`src/rtl/rgb_pkg.sv`:
```
// Shared types for the RGB colour-wheel fader: segment encoding and the
// hard colours shown in step mode, packed as {R,G,B}.
package rgb_pkg;

  typedef enum logic [2:0] {
    S0 = 3'd0,  // red
    S1 = 3'd1,  // yellow
    S2 = 3'd2,  // green
    S3 = 3'd3,  // cyan
    S4 = 3'd4,  // blue
    S5 = 3'd5   // magenta
  } seg_e;

  localparam logic [2:0] COL_S0  = 3'b100;
  localparam logic [2:0] COL_S1  = 3'b110;
  localparam logic [2:0] COL_S2  = 3'b010;
  localparam logic [2:0] COL_S3  = 3'b011;
  localparam logic [2:0] COL_S4  = 3'b001;
  localparam logic [2:0] COL_S5  = 3'b101;
  localparam logic [2:0] COL_OFF = 3'b000;

  function automatic logic [2:0] step_col(input seg_e s);
    case (s)
      S0:      step_col = COL_S0;
      S1:      step_col = COL_S1;
      S2:      step_col = COL_S2;
      S3:      step_col = COL_S3;
      S4:      step_col = COL_S4;
      S5:      step_col = COL_S5;
      default: step_col = COL_OFF;
    endcase
  endfunction

endpackage

```
`src/rtl/pwm_channel.sv`:
```
// One PWM comparator with a registered active-low LED drive.
// Full-scale duty is forced on so the channel never blinks at the top of the count.
module pwm_channel #(
  parameter int PWM_BITS = 8
) (
  input  logic                clk,
  input  logic                rst_n,
  input  logic [PWM_BITS-1:0] cnt,
  input  logic [PWM_BITS-1:0] duty,
  output logic                lit_n
);

  localparam logic [PWM_BITS-1:0] M = '1;

  logic w_lit;
  assign w_lit = (duty == M) || (duty > cnt);

  always_ff @(posedge clk or negedge rst_n) begin
    if (!rst_n) lit_n <= 1'b1;
    else        lit_n <= ~w_lit;
  end

endmodule

```
`src/rtl/rgb_fader.sv`:
```
// RGB colour-wheel driver: six segments, each either a hard colour (step mode)
// or a linear cross-fade to the next colour (fade mode), shown through 3 PWMs.
module rgb_fader
  import rgb_pkg::*;
#(
  parameter int CLK_HZ    = 12000000,
  parameter int PWM_BITS  = 8,
  parameter int STEP_CLKS = (CLK_HZ + 3 * (2 ** PWM_BITS)) / (6 * (2 ** PWM_BITS))
) (
  input  logic       clk,
  input  logic       rst_n,
  input  logic       mode,
  input  logic       pause,
  output logic       RGB_R,
  output logic       RGB_G,
  output logic       RGB_B,
  output logic [2:0] seg
);

  localparam int PRE_W = (STEP_CLKS > 1) ? $clog2(STEP_CLKS) : 1;
  localparam logic [PRE_W-1:0]    PRE_LAST = PRE_W'(STEP_CLKS - 1);
  localparam logic [PWM_BITS-1:0] M        = '1;

  logic [PRE_W-1:0]    r_pre;
  logic [PWM_BITS-1:0] r_lvl;
  logic [PWM_BITS-1:0] r_cnt;
  seg_e                r_state;
  seg_e                w_next;
  logic                w_tick;
  logic                w_lvl_wrap;
  logic [2:0]          w_col;
  logic [2:0][PWM_BITS-1:0] w_duty;  // [2]=R, [1]=G, [0]=B
  logic [2:0]          w_lit_n;

  assign w_tick     = !pause && (r_pre == PRE_LAST);
  assign w_lvl_wrap = w_tick && (r_lvl == M);

  always_ff @(posedge clk or negedge rst_n) begin
    if (!rst_n) begin
      r_pre <= '0;
      r_lvl <= '0;
      r_cnt <= '0;
    end else begin
      r_cnt <= r_cnt + 1'b1;
      if (!pause) r_pre <= w_tick ? '0 : r_pre + 1'b1;
      if (w_tick) r_lvl <= r_lvl + 1'b1;
    end
  end

  always_ff @(posedge clk or negedge rst_n) begin
    if (!rst_n) r_state <= S0;
    else        r_state <= w_next;
  end

  // Illegal codes fall through to S0 regardless of tick.
  always_comb begin
    w_next = r_state;
    case (r_state)
      S0:      if (w_lvl_wrap) w_next = S1;
      S1:      if (w_lvl_wrap) w_next = S2;
      S2:      if (w_lvl_wrap) w_next = S3;
      S3:      if (w_lvl_wrap) w_next = S4;
      S4:      if (w_lvl_wrap) w_next = S5;
      S5:      if (w_lvl_wrap) w_next = S0;
      default: w_next = S0;
    endcase
  end

  always_comb begin
    w_col  = step_col(r_state);
    w_duty = '0;
    if (!mode) begin
      for (int i = 0; i < 3; i++) w_duty[i] = w_col[i] ? M : '0;
    end else begin
      case (r_state)
        S0:      w_duty = {M,         r_lvl,     {PWM_BITS{1'b0}}};
        S1:      w_duty = {M - r_lvl, M,         {PWM_BITS{1'b0}}};
        S2:      w_duty = {{PWM_BITS{1'b0}}, M,  r_lvl};
        S3:      w_duty = {{PWM_BITS{1'b0}}, M - r_lvl, M};
        S4:      w_duty = {r_lvl,     {PWM_BITS{1'b0}}, M};
        S5:      w_duty = {M,         {PWM_BITS{1'b0}}, M - r_lvl};
        default: w_duty = '0;
      endcase
    end
  end

  for (genvar g = 0; g < 3; g++) begin : g_ch
    pwm_channel #(.PWM_BITS(PWM_BITS)) u_ch (
      .clk   (clk),
      .rst_n (rst_n),
      .cnt   (r_cnt),
      .duty  (w_duty[g]),
      .lit_n (w_lit_n[g])
    );
  end

  assign RGB_R = w_lit_n[2];
  assign RGB_G = w_lit_n[1];
  assign RGB_B = w_lit_n[0];
  assign seg   = r_state;

endmodule

```
`config.mk`:
```
export PLATFORM = sky130hd
export DESIGN_NAME = rgb_fader
export DESIGN_NICKNAME = d
export VERILOG_FILES = /design/src/rtl/rgb_pkg.sv /design/src/rtl/pwm_channel.sv /design/src/rtl/rgb_fader.sv
export SDC_FILE = /design/constraint.sdc
export NUM_CORES = 1
export LEC_CHECK = 0
export ABC_CLOCK_PERIOD_IN_PS = 3100
export CORE_MARGIN = 2
export CORE_UTILIZATION = 45
export CTS_CLUSTER_SIZE = 8
export DETAILED_ROUTE_END_ITERATION = 10
export PLACE_DENSITY_LB_ADDON = 0.08
export SLEW_MARGIN = 20
export SYNTH_ARGS = -nofsm -noshare
export SYNTH_HDL_FRONTEND = slang
export SYNTH_SLANG_ARGS = --single-unit
```
`constraint.sdc`:
```
create_clock -name clk -period 3.1 [get_ports clk]
set_input_delay 0.62 -clock clk [delete_from_list [all_inputs] [get_ports clk]]
set_output_delay 0.62 -clock clk [all_outputs]
set_load 0.01 [all_outputs]
```
# Word level (Yosys, flattened, before mapping)

Cells that the tools add are included.

Bits in registers: 35
Input port bits: 4
Output and inout port bits: 6
Word-level logic and storage cells: 55

Bitwise gates (word level): 3
Add/sub/neg operators: 4
Multiplexer cells: 14
Equality and inequality tests: 16
$lt $le $gt $ge: 3
Reductions and logical operators: 8

Operator list:

| cell                                                                  | count |
|---|---|
| 24-bit one-hot mux with 6 select lines                                | 1 |
| 3-bit one-hot mux with 6 select lines                                 | 2 |
| 8-bit equality test, second input constant                            | 4 |
| 8-bit > comparator                                                    | 3 |
| 24-bit 2-to-1 mux                                                     | 1 |
| 8-bit 2-to-1 mux                                                      | 3 |
| 3-bit 2-to-1 mux                                                      | 6 |
| 8-bit by 1-bit adder with 8-bit output, second input constant         | 2 |
| 13-bit by 1-bit adder with 13-bit output, second input constant       | 1 |
| 13-bit equality test, second input constant                           | 1 |
| 13-bit 2-to-1 mux                                                     | 1 |
| 2-bit inequality test, second input constant                          | 6 |
| 8-bit subtractor, first input constant                                | 1 |
| 3-bit by 2-bit equality test with 1-bit output, second input constant | 2 |
| 3-bit equality test, second input constant                            | 2 |
| 6-bit AND reduction                                                   | 1 |
| 3-bit by 1-bit equality test with 1-bit output, second input constant | 1 |
| 3-bit zero test                                                       | 1 |
| 1-bit logical OR                                                      | 3 |
| 1-bit NOT                                                             | 3 |
| 1-bit logical AND                                                     | 2 |
| 1-bit zero test                                                       | 1 |

# Depth between registers and ports, before layout

Depth after elaboration: 7
Mapped depth: 11
Gate-level depth less buffers: 9

# Hierarchy

A second synthesis with hierarchy kept.

Cells, all modules: 313
Area total of the unflattened synthesis: 2726.4 um^2

By module, submodules not included:

| module      | cells each | area each (um^2) | seq. area each (um^2) | instances |
|---|---|---|---|---|
| rgb_fader   | 211        | 1945.6           | 800.8                 | 1 |
| pwm_channel | 34         | 260.2            | 26.3                  | 3 |

# Worst setup path before layout

OpenSTA, ideal clock, no wires.

Path type: input-to-reg
From: in mode
To: reg g_ch[2].u_ch.lit_n
Setup slack: 0.626 ns
Stages on the path: 10
Data required time: 3.023 ns
Path buffers: 2
Data arrival time: 2.396 ns
Library setup time: 0.077 ns
Path through: clkbuf_1 -> clkbuf_1 -> nand2_1 -> a211oi_1 -> ha_1 -> nor2b_1 -> o211ai_1 -> a21oi_1 -> o22a_1 -> a31oi_1

Longest elaborated chain between the ends: 4
Elaborated cells on any way between the ends: 5
Classes of those cells: 1 x order compare; 1 x eq/ne; 1 x mux; 1 x bitwise; 1 x reduce/logical

RTL lines:

| item                                                      | RTL line          | text |
|---|---|---|
| start: declaration                                        | rgb_fader.sv:12   | `input logic mode,` |
| 24-bit 2-to-1 mux (*)                                     | rgb_fader.sv:72   | `if (!mode) begin` |
| 8-bit > comparator or 8-bit equality test (tied branches) | pwm_channel.sv:16 | `assign w_lit = (duty == M) \|\| (duty > cnt);` |
| 1-bit logical OR (*)                                      | pwm_channel.sv:16 |  |
| 1-bit NOT (*)                                             | pwm_channel.sv:20 | `else lit_n <= ~w_lit;` |
| end signal: assignment                                    | pwm_channel.sv:20 |  |
| end: declaration                                          | pwm_channel.sv:10 | `output logic lit_n` |

Mark *: on every way between the ends. The rest lies on a longest branch, timed or not.
A chain may end at the register's enable or synchronous reset.

# Final worst setup path

From: reg r_state[2] (netlist: seg[2])
To: reg g_ch[2].u_ch.lit_n

Longest elaborated chain between the ends: 7
Elaborated cells on any way between the ends: 14
Classes of those cells: 1 x order compare; 6 x eq/ne; 4 x mux; 1 x bitwise; 2 x reduce/logical

RTL lines:

| item                                                      | RTL line                       | text |
|---|---|---|
| start: declaration                                        | rgb_fader.sv:27                | `seg_e r_state;` |
| start signal: assignment                                  | rgb_fader.sv:52                | `else r_state <= w_next;` |
| 3-bit equality test (tied with other cells)               | rgb_pkg.sv:23, rgb_fader.sv:75 |  |
| 3-bit one-hot mux with 6 select lines                     | rgb_pkg.sv:23                  | `case (s)` |
| 8-bit 2-to-1 mux                                          | rgb_fader.sv:73                | `for (int i = 0; i < 3; i++) w_duty[i] = w_col[i] ? M : '0;` |
| 24-bit 2-to-1 mux (*)                                     | rgb_fader.sv:72                |  |
| 8-bit > comparator or 8-bit equality test (tied branches) | pwm_channel.sv:16              |  |
| 1-bit logical OR (*)                                      | pwm_channel.sv:16              |  |
| 1-bit NOT (*)                                             | pwm_channel.sv:20              |  |

Marked as above.

==> results.cfg <==
[detailed_routing]
drtIter0Drc = 132
vias = 2263
ant_nets = 0
dr.pass1.iters = 4
viasPerCell = 5.76
wirelength_mm = 5.99
wl_per_cell_microns = 15.2
drc = 0

[sta]
final-hold-violation-count = 0
timing.fmax_mhz = 395
whs_ns = 0.401
skew_ns = 0.0102
tightestPinTransition_ns = 0.770
fin_crit_sh_pct = 81.7
finalCriticalPeriod_ns = 2.53
rsz0062_at_grt = false
finalMaxSlewViolations = 0
fin_ws_ns = 0.566
fin_setup_tns_ns = 0
setup_viol = 0
maxSlewHeadroom_pct = 48.6

[cts]
cts_hold_buf = 0
clockBufferDepth = 2
clk_latency_ns = 0.29
cts_tree = done
cts_htree_levels = 2
postCtsSetupBuffers = 0
numCtsBuffers = 5
clkSinkCount = 35
post_cts_resized = 0
root_buffer = clkbuf_8
clkTransAtPathRegs_ns = 0.08

[pwr]
p_sw_uw = 270
p_int_uw = 800
sequentialPowerShare_pct = 51.0
ir_worst_vdd_mv = 0.242
p_per_area_nw_per_um2 = 363
swShare_pct = 25.2
p_clk_share_pct = 40.6
combPwrFrac_pct = 8.4
p_leak_nw = 1.34

[worst_hold_path]
hp-class = in -> async

[final_layout]
diodes = 0
drive_above_1_share_pct = 8.18
syn2layout_area_growth_pct = 10.5
nNetsFinal = 349
finalInstanceArea_sq_um = 2950

[critical_path]
crit_required_ns = 3.32
slowest_stage = dfrtp_1
crit_chain = nand2b_1, buf_4, nor2_1, a211oi_1, ha_1, a21oi_1, o21ai_0, o22a_1, a31oi_1
cpPeakStageDelay_ns = 0.70
path_max_fanout = 17
cp-start-kind = flop
end_kind = flop
worstPathArrival_ns = 2.75
crit_type = reg -> reg

[synth]
synth_top_area_share_pct = 30.0
yosys_warnings = 0
syn_inst = 314
synth_area_leaders = dfrtp_1 (30%), ha_1 (13%), nor2_1 (4.8%)
synth-main-ff-cell = dfrtp_1
ys_seq_elements = 35
ys_seq_area_share_pct = 33.0
synth_edf_count = 0
async_flop_share_pct = 100
syn_area_sq_um = 2670
synth_area_per_cell_sq_um = 8.50
syn-num-nets = 346
synthDistinctLibCells = 41
synth_area_leader_cell = dfrtp_1

[die]
die-area_sq_um = 6560
die_h_microns = 81.0
fp.dieW_microns = 81.0
start_util_pct = 45.9
fp.coreArea_sq_um = 5820
io_pins = 10
num_rows = 28

[outcome]
status = completed

[grt]
grt_pass1_vias = 2001
grt_overflow = 0
grt_max_degree = 36
grt_pass1_wl_mm = 10.0
track_usage_pct = 19.9
antenna_found_initial = 0

[placement]
gp_congestion = 0.852
portBuffers = 9
dpl.hpwl_mm = 4.28
post-place-ws_ns = 0.265
placed_area_sq_um = 2830

[flow_run]
maxCapViolations = 0
==> flip-flops by register name, summed over array words and instances, names as in the netlist <==
signal,count
r_cnt,8
r_lvl,8
seg,3
r_pre,13
g_ch.u_ch.lit_n,3
==> critical path: cells and delay by family (launching register included) <==
kind | cells | cell delay, ns
AOI/OAI and AO/OA | 5 | 0.87
buffers and inverters | 1 | 0.19
and+or+nand+nor | 2 | 0.38
DFF | 1 | 0.70
adders and majority gates | 1 | 0.30
==> per-stage QoR <==
stage               instances  utilization, %  power (mW)
global route              393            50.7        1.13
CTS                       393            50.7        1.08
global placement          385            48.7       0.646
detailed placement        385            48.7       0.646
floorplan                 314               -       0.610
finish                    393            50.7        1.07
==> synthesized netlist by cell type, drive strengths merged, types with 8 or more instances <==
master,instances
nand4,9
ha,28
a211oi,15
a21oi,23
xor2,12
clkbuf,20
nand2,22
and3,13
o22ai,8
xnor2,12
o21ai,8
dfrtp,32
nor2,34
inv,12
nand3,12
==> path summary, 6_finish.rpt <==
kind	endpoint	cells past startpoint	slack [ns]	start
max in group asynchronous	r_lvl[6]	1	2.21	rst_n
min in group clk	r_cnt[7]	1	0.48	r_cnt[7]
worst max-delay path	g_ch[2].u_ch.lit_n	9	0.57	seg[2]
worst max register to register	g_ch[2].u_ch.lit_n	9	0.57	seg[2]
worst min-delay path	r_pre[9]	1	0.40	rst_n
worst min register to register	r_cnt[7]	1	0.48	r_cnt[7]
==> routing by layer <==
| metal | track usage, % | part of all wire [%] |
|---|---|---|
| met5 | 0 | 0 |
| met2 | 30.9 | 46 |
| met3 | 3.33 | 4.2 |
| met4 | 6.95 | 2.0 |
| met1 | 28.1 | 48 |
==> final cells by class <==
cell class | count | area [sq um]
Fill cell | 585 | 2870
Inverter | 12 | 45.0
Clock inverter | 2 | 35.0
Multi-Input combinational cell | 244 | 1650
Clock buffer | 6 | 82.6
Sequential cell | 35 | 880
Timing Repair Buffer | 19 | 160
Tap cell | 75 | 93.8
==> cells in the final DEF, fill, tap and decap left out, types with 8 or more instances in the layout <==
| cell type | instances |
|---|---|
| xnor2_1 | 12 |
| o21ai_0 | 8 |
| dfrtp_1 | 32 |
| o22ai_1 | 8 |
| nand2_1 | 22 |
| nor2_1 | 34 |
| xor2_1 | 12 |
| nand3_1 | 12 |
| a21oi_1 | 23 |
| ha_1 | 28 |
| and3_1 | 13 |
| a211oi_1 | 15 |
| buf_4 | 10 |
| clkdlybuf4s50_1 | 8 |
| inv_1 | 12 |
| nand4_1 | 9 |
==> power by group through the flow <==
stage	sequential [mW]	clock, mW	combinational, mW
finish	0.545	0.435	0.0900
global route	0.554	0.463	0.108
CTS	0.546	0.446	0.0927
detailed placement	0.553	0	0.0925
global placement	0.554	0	0.0919
floorplan	0.543	0	0.0670
==> cells by family (layout without fill, tap and decap cells) <==
logic type | count (synthesis) | after routing | synth area share, %
and+or+nand+nor | 115 | 115 | 21.9
AOI/OAI and AO/OA | 74 | 74 | 17.9
buffers and inverters | 35 | 39 | 5.11
xor gates and xnor gates | 24 | 24 | 7.88
muxes | 3 | 3 | 1.17
adders and majority gates | 28 | 28 | 13.1
DFF | 35 | 35 | 33.0
Note: power is estimated with default switching activity, not from simulation.
